File: config.mk
export PLATFORM = sky130hd
export DESIGN_NAME = trap_arbiter
export DESIGN_NICKNAME = d
export VERILOG_FILES = /design/src/rtl/trap_arbiter.sv
export SDC_FILE = /design/constraint.sdc
export NUM_CORES = 1
export LEC_CHECK = 0
export BUFFER_PORTS_ARGS = -buffer_cell sky130_fd_sc_hd__buf_2
export CORE_MARGIN = 2
export CORE_UTILIZATION = 55
export CTS_BUF_LIST = sky130_fd_sc_hd__clkbuf_2
export CTS_CLUSTER_DIAMETER = 50
export DETAILED_ROUTE_END_ITERATION = 8
export MAX_ROUTING_LAYER = met4
export PLACE_DENSITY = 0.79
export SLEW_MARGIN = 10
export SYNTH_ARGS = -nofsm -noshare
export SYNTH_HDL_FRONTEND = slang
export SYNTH_SLANG_ARGS = --single-unit
File: constraint.sdc
create_clock -name clk_in -period 4.1 [get_ports clk_in]
set_input_delay 0.82 -clock clk_in [delete_from_list [all_inputs] [get_ports clk_in]]
set_output_delay 0.82 -clock clk_in [all_outputs]
set_load 0.05 [all_outputs]
File: src/rtl/trap_arbiter.sv
// trap_arbiter
// Machine-mode trap controller. Picks one trap per cycle from NUM_EXC
// synchronous exception sources and the three machine interrupts
// (MEI > MSI > MTI). On capture it commits mepc/mcause/mtval/mstatus and
// presents the handler address to fetch through a valid/ack handshake.
// It also owns the trap CSRs behind a single-cycle CSR port.
//
// Ports
//   clk_in         clock (single domain)
//   rst_in         synchronous active-high reset
//   exc_req_in     exception requests, bit i = cause i, lowest index wins
//   epc_in         PC of the faulting / interrupted instruction
//   tval_in        trap value accompanying exc_req_in
//   irq_in         level interrupts {meip, mtip, msip}
//   mret_in        one-cycle MRET retire pulse
//   csr_we_in      CSR write strobe
//   csr_addr_in    CSR address (read and write)
//   csr_wdata_in   CSR write data
//   csr_rdata_out  combinational CSR read data, 0 for unmapped addresses
//   trap_ack_in    fetch accepted trap_pc_out
//   trap_valid_out trap redirect pending
//   trap_pc_out    handler address, held until the next capture
//   mret_pc_out    current mepc
//   busy_out       high while a redirect is pending (pipeline stall)
module trap_arbiter #(
  parameter int              XLEN        = 32,
  parameter int              NUM_EXC     = 12,
  parameter logic [XLEN-1:0] RESET_MTVEC = 32'h0000_0100
) (
  input  logic               clk_in,
  input  logic               rst_in,
  input  logic [NUM_EXC-1:0] exc_req_in,
  input  logic [XLEN-1:0]    epc_in,
  input  logic [XLEN-1:0]    tval_in,
  input  logic [2:0]         irq_in,
  input  logic               mret_in,
  input  logic               csr_we_in,
  input  logic [11:0]        csr_addr_in,
  input  logic [XLEN-1:0]    csr_wdata_in,
  output logic [XLEN-1:0]    csr_rdata_out,
  input  logic               trap_ack_in,
  output logic               trap_valid_out,
  output logic [XLEN-1:0]    trap_pc_out,
  output logic [XLEN-1:0]    mret_pc_out,
  output logic               busy_out
);

  localparam logic [11:0] ADDR_MSTATUS = 12'h300;
  localparam logic [11:0] ADDR_MIE     = 12'h304;
  localparam logic [11:0] ADDR_MTVEC   = 12'h305;
  localparam logic [11:0] ADDR_MEPC    = 12'h341;
  localparam logic [11:0] ADDR_MCAUSE  = 12'h342;
  localparam logic [11:0] ADDR_MTVAL   = 12'h343;
  localparam logic [11:0] ADDR_MIP     = 12'h344;

  typedef enum logic {IDLE, REQ} state_t;

  state_t state_q, state_d;

  logic            mstatus_mie_q;
  logic            mstatus_mpie_q;
  logic [2:0]      mie_q;          // {meie, mtie, msie}
  logic [XLEN-1:0] mtvec_q;
  logic [XLEN-1:0] mepc_q;
  logic [XLEN-1:0] mcause_q;
  logic [XLEN-1:0] mtval_q;
  logic [XLEN-1:0] trap_pc_q;

  logic            exc_any;
  logic [4:0]      exc_code;
  logic [2:0]      irq_pend;
  logic            irq_take;
  logic [4:0]      irq_code;
  logic            take_trap;
  logic            take_irq;
  logic            do_mret;
  logic [XLEN-1:0] trap_target;

  logic wr_mstatus, wr_mie, wr_mtvec, wr_mepc, wr_mcause, wr_mtval;

  // Lowest set request index wins; scanning downward leaves the lowest.
  always_comb begin
    exc_any  = 1'b0;
    exc_code = '0;
    for (int i = NUM_EXC - 1; i >= 0; i--) begin
      if (exc_req_in[i]) begin
        exc_any  = 1'b1;
        exc_code = 5'(i);
      end
    end
  end

  // Interrupt order is MEI > MSI > MTI, which is not numeric cause order.
  assign irq_pend = mie_q & irq_in;
  assign irq_take = mstatus_mie_q && (irq_pend != 3'b000);

  always_comb begin
    irq_code = 5'd7;
    if (irq_pend[2])      irq_code = 5'd11;
    else if (irq_pend[0]) irq_code = 5'd3;
  end

  // Next-state and trap decision
  always_comb begin
    state_d   = state_q;
    take_trap = 1'b0;
    take_irq  = 1'b0;
    do_mret   = 1'b0;
    case (state_q)
      IDLE: begin
        if (exc_any) begin
          take_trap = 1'b1;
          state_d   = REQ;
        end else if (irq_take) begin
          take_trap = 1'b1;
          take_irq  = 1'b1;
          state_d   = REQ;
        end else if (mret_in) begin
          do_mret = 1'b1;
        end
      end
      REQ: begin
        if (trap_ack_in) state_d = IDLE;
      end
      default: state_d = IDLE;
    endcase
  end

  // Vectored mode offsets interrupts only; target uses the pre-write mtvec.
  assign trap_target = {mtvec_q[XLEN-1:2], 2'b00} +
                       ((mtvec_q[0] && take_irq) ? XLEN'({irq_code, 2'b00}) : '0);

  assign wr_mstatus = csr_we_in && (csr_addr_in == ADDR_MSTATUS);
  assign wr_mie     = csr_we_in && (csr_addr_in == ADDR_MIE);
  assign wr_mtvec   = csr_we_in && (csr_addr_in == ADDR_MTVEC);
  assign wr_mepc    = csr_we_in && (csr_addr_in == ADDR_MEPC);
  assign wr_mcause  = csr_we_in && (csr_addr_in == ADDR_MCAUSE);
  assign wr_mtval   = csr_we_in && (csr_addr_in == ADDR_MTVAL);

  always_ff @(posedge clk_in) begin
    if (rst_in) state_q <= IDLE;
    else        state_q <= state_d;
  end

  // CSR and trap target registers
  always_ff @(posedge clk_in) begin
    if (rst_in) begin
      mstatus_mie_q  <= 1'b0;
      mstatus_mpie_q <= 1'b0;
      mie_q          <= '0;
      mtvec_q        <= RESET_MTVEC;
      mepc_q         <= '0;
      mcause_q       <= '0;
      mtval_q        <= '0;
      trap_pc_q      <= '0;
    end else begin
      // mie and mtvec writes are never blocked by a simultaneous trap.
      if (wr_mie)   mie_q   <= {csr_wdata_in[11], csr_wdata_in[7], csr_wdata_in[3]};
      // Reserved MODE values 2/3 collapse to direct mode.
      if (wr_mtvec) mtvec_q <= {csr_wdata_in[XLEN-1:2], 1'b0, (csr_wdata_in[1:0] == 2'b01)};

      if (take_trap) begin
        mepc_q         <= {epc_in[XLEN-1:2], 2'b00};
        mcause_q       <= take_irq ? {1'b1, {(XLEN-6){1'b0}}, irq_code} : XLEN'(exc_code);
        mtval_q        <= take_irq ? '0 : tval_in;
        mstatus_mpie_q <= mstatus_mie_q;
        mstatus_mie_q  <= 1'b0;
        trap_pc_q      <= trap_target;
      end else begin
        if (wr_mepc)   mepc_q   <= {csr_wdata_in[XLEN-1:2], 2'b00};
        if (wr_mcause) mcause_q <= csr_wdata_in;
        if (wr_mtval)  mtval_q  <= csr_wdata_in;
        if (do_mret) begin
          mstatus_mie_q  <= mstatus_mpie_q;
          mstatus_mpie_q <= 1'b1;
        end else if (wr_mstatus) begin
          mstatus_mie_q  <= csr_wdata_in[3];
          mstatus_mpie_q <= csr_wdata_in[7];
        end
      end
    end
  end

  // CSR read mux; MPP is hardwired to machine mode.
  always_comb begin
    csr_rdata_out = '0;
    case (csr_addr_in)
      ADDR_MSTATUS: csr_rdata_out = XLEN'({2'b11, 3'b000, mstatus_mpie_q, 3'b000,
                                           mstatus_mie_q, 3'b000});
      ADDR_MIE:     csr_rdata_out = XLEN'({mie_q[2], 3'b000, mie_q[1], 3'b000,
                                           mie_q[0], 3'b000});
      ADDR_MTVEC:   csr_rdata_out = mtvec_q;
      ADDR_MEPC:    csr_rdata_out = mepc_q;
      ADDR_MCAUSE:  csr_rdata_out = mcause_q;
      ADDR_MTVAL:   csr_rdata_out = mtval_q;
      ADDR_MIP:     csr_rdata_out = XLEN'({irq_in[2], 3'b000, irq_in[1], 3'b000,
                                           irq_in[0], 3'b000});
      default:      csr_rdata_out = '0;
    endcase
  end

  assign trap_valid_out = (state_q == REQ);
  assign busy_out       = (state_q == REQ);
  assign trap_pc_out    = trap_pc_q;
  assign mret_pc_out    = mepc_q;

endmodule

# == Yosys cells after proc, flatten, opt, wreduce, memory -nomap -nowiden ==
# Cells that the tools add are included.
# Widths: inputs -> output; s select.
# classes
mux,52
add_sub_neg,1
bitwise,2
n_reduce_logical,15
n_eq_ne,8
# ops
cell,n
$mux 32,8
$pmux 32 s7,1
$eq 12x10->1 const B,7
$mux 5,10
$add 32x7->32,1
$mux 1,27
$mux 4,3
$logic_and 1x1->1,8
$reduce_bool 2->1,4
$mux 7,1
$reduce_bool 3->1,2
$and 3x3->3,1
$mux 3,1
$eq 2x1->1 const B,1
$pmux 1 s2,1
$reduce_or 2->1,1
$not 1->1,1
# word_totals
output_inout_bits,98
elab_cells,87
input_bits,128
register_bits,163

# == Depth between registers and ports, before layout ==
# depth
depth_word,17
mapped_depth,12
depth_no_buf,11

# == Worst setup path after synthesis ==
# No wires, ideal clock.
# synth_path
kind,input port to output port
startpoint,in csr_addr_in[7]
endpoint,out csr_rdata_out[0]
setup_slack_ns,0.177
path_stages,6
required_ns,3.280
arrival_time_ns,3.103
n_path_buf,2
path_cell_list,nor4_4 -> nand2_2 -> or3_1 -> clkbuf_1 -> buf_2 -> o21ai_0
# synth_via
elab_chain_cells,2
elab_cells_between_ends,8
classes_between,7 x eq/ne; 1 x mux
# synth_lines
element,line,rtl
"start, declared",38,"input logic [11:0] csr_addr_in,"
$eq 12x10->1,187,case (csr_addr_in)
$pmux 32 s7 (*),187,
"end, declared",40,"output logic [XLEN-1:0] csr_rdata_out,"
# Mark *: on every way between the ends. The rest lies on a longest branch, timed or not.

# == Final worst setup path ==
# layout_path
startpoint,in csr_addr_in[7]
endpoint,out csr_rdata_out[12]
# The elaborated chain is that of the path after synthesis.

==> summary.md <==
| Metric | Value |
|---|---|
| Post-synth EDFFs | `0` |
| Unique cell type count in the Yosys netlist | `59` |
| Hold Violations, Final | `0` |
| Initial antenna violation count | `2` |
| CTS tree | `built` |
| Crit path required time | `3.28 ns` |
| Post-synthesis simple-gate area fraction | `23.5%` |
| DRC viols | `0` |
| Fill cell count | `1,309` |
| Layout cells sized above 1 | `between 20 and 30%` |
| Sequential area share after synthesis | `39.3%` |
| Mapped Avg Cell Area | `8.22 sq um` |
| Post-synthesis mux area share | `8.42%` |
| I/O Buffers | `219` |
| Die area | `15,900 sq um` |
| 1st-pass router iterations | `7` |
| Worst setup EP type | `primary output` |
| M2 GR Usage | `a little under half` |
| Via density | `6.04` |
| Clk pin slew, worst setup/hold paths | `0.24 ns` |
| Post-route ant nets | `0` |
| GR Util met3 | `5.86%` |
| Crit share post-route | `approximately 89%` |
| # IOs | `around 230` |
| Max-slew violations | `0` |
| Max_cap viols | `0` |
| RSZ-0062 raised after global routing | `false` |
| Nature of the critical path startpoint | `input pin` |
| Tmin final | `3.64 ns` |
| Final WL | `25,500 microns` |
| Drt wl/cell | `18.5 microns` |
| Number of H-tree levels | `4` |
| Max Buffers Root-to-Sink | `2` |
| Setup bufs post-CTS | `0` |
| Overflow after GRT | `0` |
| Worst EP arrival | `~2.8 ns` |
| Adder and majority gate portion of the synthesized area | `less than 1%` |
| Post-CTS Resized | `0` |
| Met1 usage | `44.1%` |
| Via Count | `8,354` |
| Cell Rows | `44` |
| Initial core utilization | `56.5%` |
| FF+latch area | `3220 sq um` |
| Leak | `between 4 and 5 nW` |
| Ys flop type | `dfxtp_1` |
| Iter 0 DRT Violations | `808` |
| Slew headroom | `approximately two fifths` |
| Mapped Cells | `998` |
| Fin cells | `roughly 1,400` |
| Die height | `between 100 and 150 microns` |
| Hold Path Class | `in -> reg` |
| GP Congestion | `0.951` |
| YS warnings | `0` |
| Area of the multi-input gates | `4580 sq um` |
| Pwr dens | `315 nW/um^2` |
| CTS Hold Bufs | `0` |
| Post-Place Cell Area | `approximately 9400 sq um` |
| Yosys reg bits | `between 150 and 200` |
| Final core utilization | `66.2%` |
| First-pass GRT wire length | `around 40,000 microns` |
| Largest net degree at the start of global routing | `57` |
| Vias in the first global route | `just under 8,000` |
| Worst vdd ir | `approximately 220 uV` |
| Clock buffer count from CTS | `17` |
| Nets | `1,316` |
| Worst Skew | `0.0343 ns` |
| Max Clock Freq | `275 MHz` |
| Slew @ Worst Pin | `0.911 ns` |
| Dpl hpwl | `17,900 microns` |
| Final Instance Area | `9630 sq um` |
| Area Overhead vs Synth | `17.3%` |
| GRT Util Overall | `32.4%` |
| Critical path fanouts, max | `8` |
| CORE AREA | `14,500 sq um` |
| Synth Area in XOR/XNOR | `2.78%` |
| Largest family of logic cells by synthesized area | `simple AND/OR/NAND/NOR gates` |
| TNS Setup | `0 ns` |
| Die Width | `126 microns` |
| CTS Sinks | `161` |
| Final Power | `3.04 mW` |
| Share of flip-flops with an asynchronous set or reset | `0%` |
| Final setup vio count | `0` |
| Post-synthesis compound-gate area fraction | `19.9%` |
| Clk root buf | `clkbuf_2` |
| Synthesized area | `8210 sq um` |
| Most Used Layer, Global Route | `met2` |
| Cells after DPL | `between 1,000 and 1,500` |
| Kind of critical path | `in -> out` |
| Worst-Skew Late Latency | `0.74 ns` |
| Outcome | `finished, final reports clean` |
## Yosys cell counts (3+ instances only)
cell	count	area, sq um
a21oi_1	72	360
ha_1	4	50.1
nand4_1	13	81.3
a211oi_1	57	428
nor3_1	59	295
and3_1	11	68.8
nand3_1	17	85.1
o21ai_0	7	35.0
clkbuf_1	48	180
dfxtp_1	161	3220
buf_2	27	135
a2bb2oi_1	32	280
a22o_1	3	26.3
nor2b_1	4	25.0
and2_1	4	25.0
buf_1	5	18.8
buf_4	5	37.5
xor2_1	15	131
inv_1	11	41.3
xnor2_1	11	96.3
nor2_1	127	477
a221o_1	30	300
and4_1	4	35.0
nand2_1	146	548
mux2i_1	69	691
nor3_2	10	100
nor4_2	3	37.5
## logic make-up after synthesis
family                     Yosys count
and+or+nand+nor                    415
AOI/OAI and AO/OA                  224
DFF                                161
buffers and inverters               97
muxes                               69
xor gates and xnor gates            26
adders and majority gates            5
other                                1
## state kept, by name (all words and copies together) (netlist names)
name and cells:
mtval_q 32, mret_pc_out 30, trap_pc_out 30, mie_q 3, busy_out 1, mstatus_mie_q 1
mstatus_mpie_q 1, mcause_q 32, mtvec_q 31
## layer usage
metal  vias to the layer above  part of all wire, %
met4                         0                  2.4
met2                       453                   45
met3                        49                  9.5
met1                      3898                   43
li1                       3954                    -
met5                         -                    0
## stage by stage
| step | setup WS [ns] | hold slack [ns] |
|---|---|---|
| floorplan | 0.177 | 0.431 |
| global placement | 0.513 | 0.437 |
| detailed placement | 0.519 | 0.443 |
| CTS | 0.515 | 0.274 |
| global route | 0.301 | 0.238 |
| finish | 0.463 | 0.315 |
## worst max-delay path: stages
cell	delay [ns]
buf_2	0.11
nor4_4	0.52
nand3_1	0.23
nor4_1	0.49
o21bai_1	0.23
a221o_1	0.14
buf_2	0.27
## layout make-up
| type | instances | area share (%) |
|---|---|---|
| multi-input combinational | 743 | 47.6 |
| tap | 184 | 2.39 |
| clock buffer | 18 | 0.936 |
| antenna | 2 | 0.0520 |
| sequential | 161 | 33.5 |
| inverter | 11 | 0.429 |
| timing repair buffer | 249 | 13.9 |
| clock inverter | 14 | 1.20 |
## final timing paths
kind / endpoint / slack, ns / start / cells after the start
min: mtvec_q[5] / 0.32 / csr_wdata_in[5] / 3
min reg2reg: trap_pc_out[3] / 0.47 / trap_pc_out[3] / 2
max reg2reg: trap_pc_out[14] / 1.06 / mie_q[2] / 11
max: csr_rdata_out[12] / 0.46 / csr_addr_in[7] / 7
## placed cells by master (no fill, tap or decap), types with 4 or more instances in the layout
| master | count |
|---|---|
| nor3_1 | 58 |
| xor2_1 | 15 |
| buf_4 | 30 |
| nand2_1 | 146 |
| ha_1 | 4 |
| a221o_1 | 30 |
| xnor2_1 | 11 |
| nor2b_1 | 4 |
| a2bb2oi_1 | 32 |
| mux2i_1 | 69 |
| nand3_1 | 17 |
| nand4_1 | 13 |
| and3_1 | 11 |
| a211oi_1 | 57 |
| nor2_1 | 126 |
| conb_1 | 4 |
| dfxtp_1 | 161 |
| clkbuf_2 | 18 |
| o21ai_0 | 7 |
| nor3_2 | 11 |
| and4_1 | 4 |
| clkinv_2 | 4 |
| a21oi_1 | 72 |
| inv_1 | 11 |
| buf_2 | 218 |
## where the power goes
part	internal [mW]	leakage, nW	switching, mW
clock network	0.218	0.125	0.574
logic	0.179	2.73	0.382
registers	1.64	1.32	0.0443
Power figures use the tool's default switching activity.
